`src/rtl/vga_timing_pkg.sv`:
```
// Shared types and helpers for the raster timing generator: per-axis region
// lengths, the default 640x480@60 mode and derived-position helpers.
package vga_timing_pkg;

  typedef struct packed {
    logic [15:0] active;
    logic [15:0] fp;
    logic [15:0] sync;
    logic [15:0] bp;
  } axis_t;

  typedef struct packed {
    axis_t h;
    axis_t v;
  } timing_t;

  // Decoded raster flags carried through the optional sync delay line.
  typedef struct packed {
    logic active;
    logic hs;
    logic vs;
    logic ls;
    logic fs;
  } flags_t;

  localparam timing_t VGA_640X480 = '{
    h: '{active: 16'd640, fp: 16'd16, sync: 16'd96, bp: 16'd48},
    v: '{active: 16'd480, fp: 16'd10, sync: 16'd2,  bp: 16'd33}
  };

  function automatic axis_t make_axis(input int active, input int fp,
                                      input int sync, input int bp);
    axis_t a;
    a.active = 16'(active);
    a.fp     = 16'(fp);
    a.sync   = 16'(sync);
    a.bp     = 16'(bp);
    return a;
  endfunction

  function automatic int axis_total(input axis_t a);
    return int'(a.active) + int'(a.fp) + int'(a.sync) + int'(a.bp);
  endfunction

  function automatic int sync_start(input axis_t a);
    return int'(a.active) + int'(a.fp);
  endfunction

  function automatic int sync_end(input axis_t a);
    return sync_start(a) + int'(a.sync);
  endfunction

endpackage

```
`src/rtl/timing_axis.sv`:
```
// One raster axis: a wrapping position counter advanced by carry_in, with
// region decode of both the current and the about-to-be-loaded position.
module timing_axis
  import vga_timing_pkg::*;
#(
  parameter axis_t CFG = VGA_640X480.h,
  parameter int    CW  = 11
) (
  input  logic          clk,
  input  logic          rst,
  input  logic          carry_in,
  output logic [CW-1:0] count,
  output logic          carry_out,
  output logic          active_now,
  output logic          sync_now,
  output logic          start_now,
  output logic          active_next,
  output logic          sync_next,
  output logic          start_next
);

  localparam int            TOTAL      = axis_total(CFG);
  localparam logic [CW-1:0] LAST       = CW'(TOTAL - 1);
  localparam logic [CW-1:0] ACT_END    = CW'(int'(CFG.active));
  localparam logic [CW-1:0] SYNC_BEGIN = CW'(sync_start(CFG));
  localparam logic [CW-1:0] SYNC_STOP  = CW'(sync_end(CFG));

  logic [CW-1:0] count_next;

  // Returns {start, sync, active} for a position on this axis.
  function automatic logic [2:0] decode(input logic [CW-1:0] c);
    return {c == '0, (c >= SYNC_BEGIN) && (c < SYNC_STOP), c < ACT_END};
  endfunction

  assign carry_out = carry_in && (count == LAST);

  always_comb begin
    count_next = count;
    if (carry_in) begin
      count_next = (count == LAST) ? '0 : count + CW'(1);
    end
  end

  always_ff @(posedge clk or posedge rst) begin
    if (rst) begin
      count <= '0;
    end else begin
      count <= count_next;
    end
  end

  assign {start_now, sync_now, active_now}    = decode(count);
  assign {start_next, sync_next, active_next} = decode(count_next);

endmodule

```
`src/rtl/vga_timing_gen.sv`:
```
// Parametrised raster timing generator: pixel-rate divider, H/V position
// counters, frame counter and registered sync/enable/marker outputs.
module vga_timing_gen
  import vga_timing_pkg::*;
#(
  parameter int CLK_DIV    = 2,
  parameter int H_ACTIVE   = 640,
  parameter int H_FP       = 16,
  parameter int H_SYNC_LEN = 96,
  parameter int H_BP       = 48,
  parameter int V_ACTIVE   = 480,
  parameter int V_FP       = 10,
  parameter int V_SYNC_LEN = 2,
  parameter int V_BP       = 33,
  parameter int H_POL      = 0,
  parameter int V_POL      = 0,
  parameter int CW         = 11,
  parameter int SYNC_DELAY = 0,
  parameter int FW         = 8
) (
  input  logic          CLOCK,
  input  logic          RESET,
  input  logic          EN,
  output logic          PIX_TICK,
  output logic [CW-1:0] H_COUNTER,
  output logic [CW-1:0] V_COUNTER,
  output logic          V_EN,
  output logic          H_SYNC,
  output logic          V_SYNC,
  output logic          LINE_START,
  output logic          FRAME_START,
  output logic [FW-1:0] FRAME_COUNT
);

  localparam axis_t H_CFG   = make_axis(H_ACTIVE, H_FP, H_SYNC_LEN, H_BP);
  localparam axis_t V_CFG   = make_axis(V_ACTIVE, V_FP, V_SYNC_LEN, V_BP);
  localparam int    H_TOTAL = axis_total(H_CFG);
  localparam int    V_TOTAL = axis_total(V_CFG);
  localparam int    DW      = (CLK_DIV > 1) ? $clog2(CLK_DIV) : 1;
  localparam logic [DW-1:0] DIV_LAST = DW'(CLK_DIV - 1);
  localparam logic  H_LVL   = (H_POL != 0);
  localparam logic  V_LVL   = (V_POL != 0);

  if (H_SYNC_LEN < 1 || V_SYNC_LEN < 1) begin : g_bad_sync
    $error("vga_timing_gen: sync lengths must be non-zero");
  end
  if (CLK_DIV < 1) begin : g_bad_div
    $error("vga_timing_gen: CLK_DIV must be at least 1");
  end
  if ((H_TOTAL >> CW) != 0 || (V_TOTAL >> CW) != 0) begin : g_bad_cw
    $error("vga_timing_gen: line/frame totals do not fit in CW bits");
  end
  if (SYNC_DELAY < 0 || SYNC_DELAY > 15) begin : g_bad_delay
    $error("vga_timing_gen: SYNC_DELAY must be 0..15");
  end

  logic [DW-1:0] div;
  logic          tick;
  logic          h_wrap, v_wrap;
  logic          h_act, h_hs, h_ls, v_act, v_vs, v_ls;
  logic          h_act_n, h_hs_n, h_ls_n, v_act_n, v_vs_n, v_ls_n;
  flags_t        cur_flags, next_flags, shown_next;
  logic          ven_q, hs_q, vs_q, shown;

  always_ff @(posedge CLOCK or posedge RESET) begin
    if (RESET) begin
      div <= '0;
    end else if (!EN || div == DIV_LAST) begin
      div <= '0;
    end else begin
      div <= div + DW'(1);
    end
  end

  // Combinational so that EN low silences the tick in the same cycle.
  assign tick     = EN && !RESET && (div == DIV_LAST);
  assign PIX_TICK = tick;

  timing_axis #(.CFG(H_CFG), .CW(CW)) u_h_axis (
    .clk        (CLOCK),
    .rst        (RESET),
    .carry_in   (tick),
    .count      (H_COUNTER),
    .carry_out  (h_wrap),
    .active_now (h_act),
    .sync_now   (h_hs),
    .start_now  (h_ls),
    .active_next(h_act_n),
    .sync_next  (h_hs_n),
    .start_next (h_ls_n)
  );

  timing_axis #(.CFG(V_CFG), .CW(CW)) u_v_axis (
    .clk        (CLOCK),
    .rst        (RESET),
    .carry_in   (h_wrap),
    .count      (V_COUNTER),
    .carry_out  (v_wrap),
    .active_now (v_act),
    .sync_now   (v_vs),
    .start_now  (v_ls),
    .active_next(v_act_n),
    .sync_next  (v_vs_n),
    .start_next (v_ls_n)
  );

  always_ff @(posedge CLOCK or posedge RESET) begin
    if (RESET) begin
      FRAME_COUNT <= '0;
    end else if (v_wrap) begin
      FRAME_COUNT <= FRAME_COUNT + FW'(1);
    end
  end

  always_comb begin
    cur_flags.active  = h_act && v_act;
    cur_flags.hs      = h_hs;
    cur_flags.vs      = v_vs;
    cur_flags.ls      = h_ls;
    cur_flags.fs      = h_ls && v_ls;
    next_flags.active = h_act_n && v_act_n;
    next_flags.hs     = h_hs_n;
    next_flags.vs     = v_vs_n;
    next_flags.ls     = h_ls_n;
    next_flags.fs     = h_ls_n && v_ls_n;
  end

  // shown_next is the flag set the output register holds after this edge:
  // either the new pixel's decode or the entry leaving the delay line.
  if (SYNC_DELAY == 0) begin : g_no_delay
    assign shown_next = tick ? next_flags : cur_flags;
  end else begin : g_delay
    flags_t dl       [SYNC_DELAY];
    flags_t stage_in [SYNC_DELAY];

    always_comb begin
      stage_in[0] = cur_flags;
      for (int k = 1; k < SYNC_DELAY; k++) begin
        stage_in[k] = dl[k-1];
      end
    end

    always_ff @(posedge CLOCK or posedge RESET) begin
      if (RESET) begin
        dl <= '{default: '0};
      end else if (tick) begin
        dl <= stage_in;
      end
    end

    assign shown_next = tick ? stage_in[SYNC_DELAY-1] : dl[SYNC_DELAY-1];
  end

  // Markers fire only when a new pixel's flags are loaded, or on the first
  // edge after the outputs were blanked by reset or EN low.
  always_ff @(posedge CLOCK or posedge RESET) begin
    if (RESET) begin
      ven_q       <= 1'b0;
      hs_q        <= 1'b0;
      vs_q        <= 1'b0;
      LINE_START  <= 1'b0;
      FRAME_START <= 1'b0;
      shown       <= 1'b0;
    end else if (!EN) begin
      ven_q       <= 1'b0;
      hs_q        <= 1'b0;
      vs_q        <= 1'b0;
      LINE_START  <= 1'b0;
      FRAME_START <= 1'b0;
      shown       <= 1'b0;
    end else begin
      ven_q       <= shown_next.active;
      hs_q        <= shown_next.hs;
      vs_q        <= shown_next.vs;
      LINE_START  <= shown_next.ls && (tick || !shown);
      FRAME_START <= shown_next.fs && (tick || !shown);
      shown       <= 1'b1;
    end
  end

  assign V_EN   = ven_q;
  assign H_SYNC = hs_q ? H_LVL : ~H_LVL;
  assign V_SYNC = vs_q ? V_LVL : ~V_LVL;

endmodule

```
`config.mk`:
```
export PLATFORM = sky130hd
export DESIGN_NAME = vga_timing_gen
export DESIGN_NICKNAME = d
export VERILOG_FILES = /design/src/rtl/vga_timing_pkg.sv /design/src/rtl/timing_axis.sv /design/src/rtl/vga_timing_gen.sv
export SDC_FILE = /design/constraint.sdc
export NUM_CORES = 1
export LEC_CHECK = 0
export BUFFER_PORTS_ARGS = -buffer_cell sky130_fd_sc_hd__buf_2
export CAP_MARGIN = 5
export CELL_PAD_IN_SITES_DETAIL_PLACEMENT = 1
export CELL_PAD_IN_SITES_GLOBAL_PLACEMENT = 2
export CORE_MARGIN = 5
export CORE_UTILIZATION = 38
export CTS_BUF_LIST = sky130_fd_sc_hd__clkbuf_4 sky130_fd_sc_hd__clkbuf_8
export DETAILED_ROUTE_END_ITERATION = 6
export GPL_TIMING_DRIVEN = 0
export PLACE_DENSITY = 0.89
export SYNTH_ARGS = -nofsm -noshare
export SYNTH_HDL_FRONTEND = slang
export SYNTH_SLANG_ARGS = --single-unit
export TNS_END_PERCENT = 1
```
`constraint.sdc`:
```
create_clock -name CLOCK -period 5.7 [get_ports CLOCK]
set_input_delay 0.855 -clock CLOCK [delete_from_list [all_inputs] [get_ports CLOCK]]
set_output_delay 0.855 -clock CLOCK [all_outputs]
set_load 0.05 [all_outputs]
```
==> impl_metrics.tcl, run 1 <==
set metrics [dict create \
    n_antenna_cell 0 \
    clock_skew_ns 0.00964 \
    p_leak_nw 1.24 \
    cts_tree "yes" \
    rr_worst_depth 9 \
    period_share_pct 49.1 \
    synth_edf_count 0 \
    status "finished, final reports clean" \
    ant_nets 0 \
    cts_hold_buffers 0 \
    synth_top_family_by_area "simple AND/OR/NAND/NOR gates" \
    synth_compound_area_share_pct 8.52 \
    synth_seq_area_share_pct 42.6 \
    dpl.hpwl_mm 4.71 \
    start_util_pct 39.2 \
    tightest_slew_ns 0.788 \
    ios 39 \
    syn_area_per_cell_sq_um 9.33 \
    gp_congestion 0.858 \
    ff2ff_setup_slack_ns 2.93 \
    drtIter0Drc 115 \
    wire_per_inst_microns 17.9 \
    cts_setup_buffers 0 \
    rsz0062_at_grt "false" \
    cts.sinks 37 \
    drv_slew 0 \
    yosys_warnings 0 \
    utilization_pct 46.5 \
    fin_hold_ws_ns 0.488 \
    io_buffers 38 \
    final_net_count 286 \
    synthesis.nets 241 \
    vias 1924 \
    cp-end-kind "register" \
    antenna_found_initial 0 \
    chipHeight_microns 85.6 \
    first_global_vias 2032 \
    synth_xor_area_share_pct 8.46 \
    dpl.cell_count 343 \
    required_ns 5.90 \
    critical_path.max_fanout 7 \
    whs_endpoint "div$_DFF_PP0_" \
    drt_pass1_iterations 4 \
    die_w_microns 85.6 \
    syn2layout_area_growth_pct 18.4 \
    hp-start "div$_DFF_PP0_" \
    postSynth.asyncResetShare_pct 100 \
    cts_buffer_depth 2 \
    grt.total_usage_pct 17.9 \
    crit_slowest_cell "or4b_1" \
    synth-simple-area-share_pct 29.4 \
    htreeDepth 2 \
    synth_cell_types 49 \
    setup_tns_ns 0 \
    cp_top_family "simple AND/OR/NAND/NOR gates" \
    worst-setup-path-type "input port to register" \
    core_area_sq_um 5540 \
    totalWireLength_mm 6.28 \
    route.detailed.drc 0 \
    fmax_ghz 0.357 \
    timing.rr.start "u_v_axis.count[1]$_DFF_PP0_" \
    synth.area.mux_share_pct 2.13 \
    synthAdderAreaFrac_pct 2.88 \
    p_total_mw 0.643 \
    drive_gt1_share_pct 21.9 \
    peakVddDrop_mv 0.100 \
    synth_top_area_share_pct 42.6 \
    worstSetupStartpointType "input port" \
    finalSetupViolations 0 \
    hold_path_class "register to register" \
    worst_ep_arrival_time_ns 3.00 \
    crit_buf_inv 2 \
    die_area_sq_um 7330 \
    cts_buffers 5 \
    final.min_clock_period_ns 2.80 \
    yosysMostFrequentCell "dfrtp_1" \
    max_stage_delay_ns 0.52 \
    row_count 27 \
    clk_pin_slew_worst_paths_ns 0.08 \
    cts_resized 0 \
    hold_depth 1 \
    synthFlopType "dfrtp_1" \
    p_per_area_nw_per_um2 250 \
    finalNonFillerCells 351 \
    hold_violations 0 \
    synthCells 233 \
    grt_overflow_total 0 \
    yosysTopAreaCell "dfrtp_1" \
    crit_chain "buf_2 > and4b_1 > and4_1 > buf_6 > nand4_1 > xnor2_1 > nor3_1 > or4b_1 > o31ai_2" \
    synth_common_cells "dfrtp_1 (37), nand2_1 (21), inv_1 (19), nor2_1 (17)" \
    clockRootBuffer "clkbuf_8" \
    synth_area_sq_um 2170 \
    cap_violations 0 \
    grt_pass1_wl_mm 10.4 \
    r2r_end "FRAME_START$_DFF_PP0_" \
    relSlewSlack_pct 47.4 \
    synth_area_leaders "dfrtp_1 (43%), xnor2_1 (6.4%), nand4_1 (4.6%)" \
    avgViaCountPerCell 5.48 \
    clk_latency_ns 0.30 \
    grt_max_degree 38 \
    ys_ff_latch 37 \
]
==> cells by family (layout without fill, tap and decap cells) <==
| kind of cell | count (synthesis) | after routing |
|---|---|---|
| adders and majority gates | 5 | 5 |
| and+or+nand+nor | 110 | 110 |
| AOI/OAI and AO/OA | 29 | 29 |
| xor gates and xnor gates | 21 | 21 |
| muxes | 4 | 4 |
| buffers and inverters | 27 | 73 |
| DFF | 37 | 37 |
==> cell type report <==
type,count,area (sq um)
sequential,37,926
clock buffer,6,82.6
clock inverter,2,37.5
inverter,19,71.3
tap,72,90.1
timing repair buffer,38,190
buffer,8,58.8
multi-input combinational,169,1120
fill,689,2970
==> per-layer routing <==
layer	share of wire [%]	vias to the layer above	track usage, %	wire, microns
met4	0.78	0	5.04	49
met5	0	-	0	0
met1	45	968	23.4	2860
li1	-	911	-	-
met3	4.1	5	2.69	257
met2	50	40	30.9	3110
==> report_power, final <==
group	switching [mW]	total (mW)	internal [mW]
combinational	0.0797	0.111	0.0313
sequential	0.0155	0.289	0.273
clock	0.101	0.243	0.142
==> worst max path at each step <==
stage                            endpoint                         from  slack, ns  depth (start not counted)
floorplan           FRAME_START$_DFF_PP0_  u_h_axis.count[1]$_DFF_PP0_       2.99                          9
global placement    FRAME_START$_DFF_PP0_                           EN       2.60                          9
detailed placement  FRAME_START$_DFF_PP0_                        RESET       2.63                          9
CTS                 FRAME_START$_DFF_PP0_                        RESET       2.93                          9
global route        FRAME_START$_DFF_PP0_  u_v_axis.count[1]$_DFF_PP0_       2.72                          9
finish              FRAME_START$_DFF_PP0_                           EN       2.90                          9
==> worst register-to-register path, cell delays in order (launching register included) <==
cell and delay (ns):
dfrtp_1 0.47, inv_1 0.15, ha_1 0.16, nor2b_1 0.15, nand4_1 0.34, a21oi_1 0.24, mux2i_1 0.11, nor3_1 0.35
or4b_1 0.52, o31ai_2 0.19
==> sequential cells by signal, summed over array words and instances, names as in the netlist <==
name	count
u_h_axis.count	11
u_v_axis.count	11
FRAME_COUNT	8
FRAME_START	1
LINE_START	1
V_EN	1
div	1
hs_q	1
shown	1
vs_q	1
==> through the flow <==
stage	area [sq um]	worst slack (ns)
CTS	2570	2.93
detailed placement	2450	2.63
global placement	2450	2.60
finish	2570	2.90
global route	2570	2.72
floorplan	2170	2.99
==> layout by cell type, fill, tap and decap left out, types with 8 or more instances in the layout <==
master	Yosys	final
nor3_1	8	8
a21oi_1	8	8
nand2_1	21	21
nor2_1	17	17
nand4_1	16	16
inv_1	19	18
xnor2_1	16	16
nand3_1	10	10
buf_2	2	40
o21ai_0	8	8
dfrtp_1	37	37
No activity file was read; power rests on OpenSTA's default activity.
==> inputs of run 2 (changes only) <==
- CORE_UTILIZATION: 38 -> 32
- PLACE_DENSITY: 0.89 -> 0.8
- clock period: 5.7 -> 2.3 ns (I/O delays scaled with it)
==> impl_metrics.tcl, run 2 (synthesis results as in run 1) <==
set metrics [dict create \
    cts_tree "yes" \
    final_net_count 294 \
    required_ns 2.51 \
    clock_skew_ns 0.00714 \
    reg_top3 "u_h_axis.count: 11 flops, u_v_axis.count: 11 flops, FRAME_COUNT: 8 flops" \
    violations "setup timing" \
    r2r_end "FRAME_START$_DFF_PP0_" \
    core_area_sq_um 6720 \
    finalSetupViolations 4 \
    chipHeight_microns 92.4 \
    die_w_microns 92.4 \
    n_antenna_cell 0 \
    cts_buffer_depth 2 \
    layout_common_cells "buf_2 (40), dfrtp_1 (24), nand2_1 (21)" \
    peakVddDrop_mv 0.361 \
    design_area_sq_um 2750 \
    start_util_pct 32.3 \
    drt_pass1_iterations 4 \
    grt_pass1_wl_mm 10.7 \
    grt_max_degree 38 \
    fin_hold_ws_ns 0.223 \
    worst-setup-path-type "register to register" \
    ff2ff_setup_slack_ns -0.16 \
    cp-end-kind "register" \
    period_share_pct 107 \
    htreeDepth 2 \
    final.min_clock_period_ns 2.46 \
    timing.rr.start "u_v_axis.count[0]$_DFF_PP0_" \
    tightest_slew_ns 0.804 \
    totalWireLength_mm 6.35 \
    vias 1961 \
    route.detailed.drc 0 \
    rr_worst_depth 10 \
    clk_latency_ns 0.29 \
    relSlewSlack_pct 46.3 \
    final_common_cell "buf_2" \
    grt.total_usage_pct 15.7 \
    hold_path_class "input port to async pin" \
    fmax_ghz 0.407 \
    gp_congestion 0.794 \
    ant_nets 0 \
    grt_overflow_total 0 \
    row_count 30 \
    drv_slew 0 \
    rsz0062_at_grt "true" \
    utilization_pct 41.0 \
    wire_per_inst_microns 17.3 \
    p_total_mw 1.71 \
    antenna_found_initial 0 \
    cts.sinks 37 \
    place_area_sq_um 2490 \
    drtIter0Drc 102 \
    p_leak_nw 1.30 \
    clk_pin_slew_worst_paths_ns 0.08 \
    hold_violations 0 \
    status "complete, but fails checks" \
    drive_gt1_share_pct 33.4 \
    avgViaCountPerCell 5.34 \
    critical_path.max_fanout 6 \
    cts_hold_buffers 0 \
    worstSetupStartpointType "register" \
    regArea_sq_um 942 \
    die_area_sq_um 8540 \
    syn2layout_area_growth_pct 26.7 \
    worst_ep_arrival_time_ns 2.67 \
    clockRootBuffer "clkbuf_8" \
    cap_violations 0 \
    ios 39 \
    fin_ws_ns -0.159 \
    io_buffers 38 \
    dpl.hpwl_mm 4.60 \
    multi_input_area_sq_um 1190 \
    nFillCells 806 \
    p_per_area_nw_per_um2 621 \
    cts_buffers 5 \
    first_global_vias 2020 \
]
run 2: area by class of cell:
class | instances | area share, %
plain buffers | 8 | 2.45
repair buffers | 46 | 9.09
multi-input cells | 169 | 43.2
clock inverters | 3 | 2.36
clock buffers | 5 | 2.50
inverters | 19 | 2.59
flip-flops and latches | 37 | 34.2
well taps | 80 | 3.63
run 2: per-stage QoR:
| stage | std cells | setup TNS, ns | setup WS, ns |
|---|---|---|---|
| finish | 367 | -0.234 | -0.159 |
| floorplan | 233 | -0.211 | -0.151 |
| global placement | 351 | -0.917 | -0.341 |
| CTS | 365 | -0.179 | -0.146 |
| global route | 367 | -0.943 | -0.281 |
| detailed placement | 351 | -1.05 | -0.357 |
run 2: worst max-delay path: stages (launching register included):
cell	delay, ns
dfrtp_2	0.45
inv_1	0.10
ha_1	0.16
nor2b_2	0.16
nand4_1	0.19
buf_4	0.21
inv_1	0.07
nor2_1	0.04
mux2_4	0.29
or4b_1	0.53
o31ai_2	0.18
run 2: worst max-delay path by stage:
stage | startpoint | end | slack, ns
finish | u_v_axis.count[0]$_DFF_PP0_ | FRAME_START$_DFF_PP0_ | -0.16
global route | u_v_axis.count[0]$_DFF_PP0_ | FRAME_START$_DFF_PP0_ | -0.28
CTS | u_h_axis.count[7]$_DFF_PP0_ | FRAME_START$_DFF_PP0_ | -0.15
detailed placement | u_v_axis.count[1]$_DFF_PP0_ | FRAME_START$_DFF_PP0_ | -0.36
global placement | u_v_axis.count[1]$_DFF_PP0_ | FRAME_START$_DFF_PP0_ | -0.34
floorplan | u_h_axis.count[1]$_DFF_PP0_ | FRAME_START$_DFF_PP0_ | -0.15
run 2: routing by layer:
metal / global-route usage, % / routed length (microns) / up-vias
met1: 21.6 / 3050 / 972
met3: 3.09 / 265 / 5
met2: 25.2 / 2990 / 50
met5: 0 / 0 / -
li1: - / - / 934
met4: 4.33 / 44 / 0
run 2: where the power goes:
| group | leakage (nW) | internal, mW | switching [mW] |
|---|---|---|---|
| clock | 0.0681 | 0.431 | 0.248 |
| sequential | 0.466 | 0.682 | 0.0366 |
| combinational | 0.767 | 0.100 | 0.212 |
run 2: repair_timing:
action                                  CTS  global route
gates resized for setup                   8             9
endpoints found under the setup margin    7             8
pin swaps                                 2             2
buffers inserted                          6             2
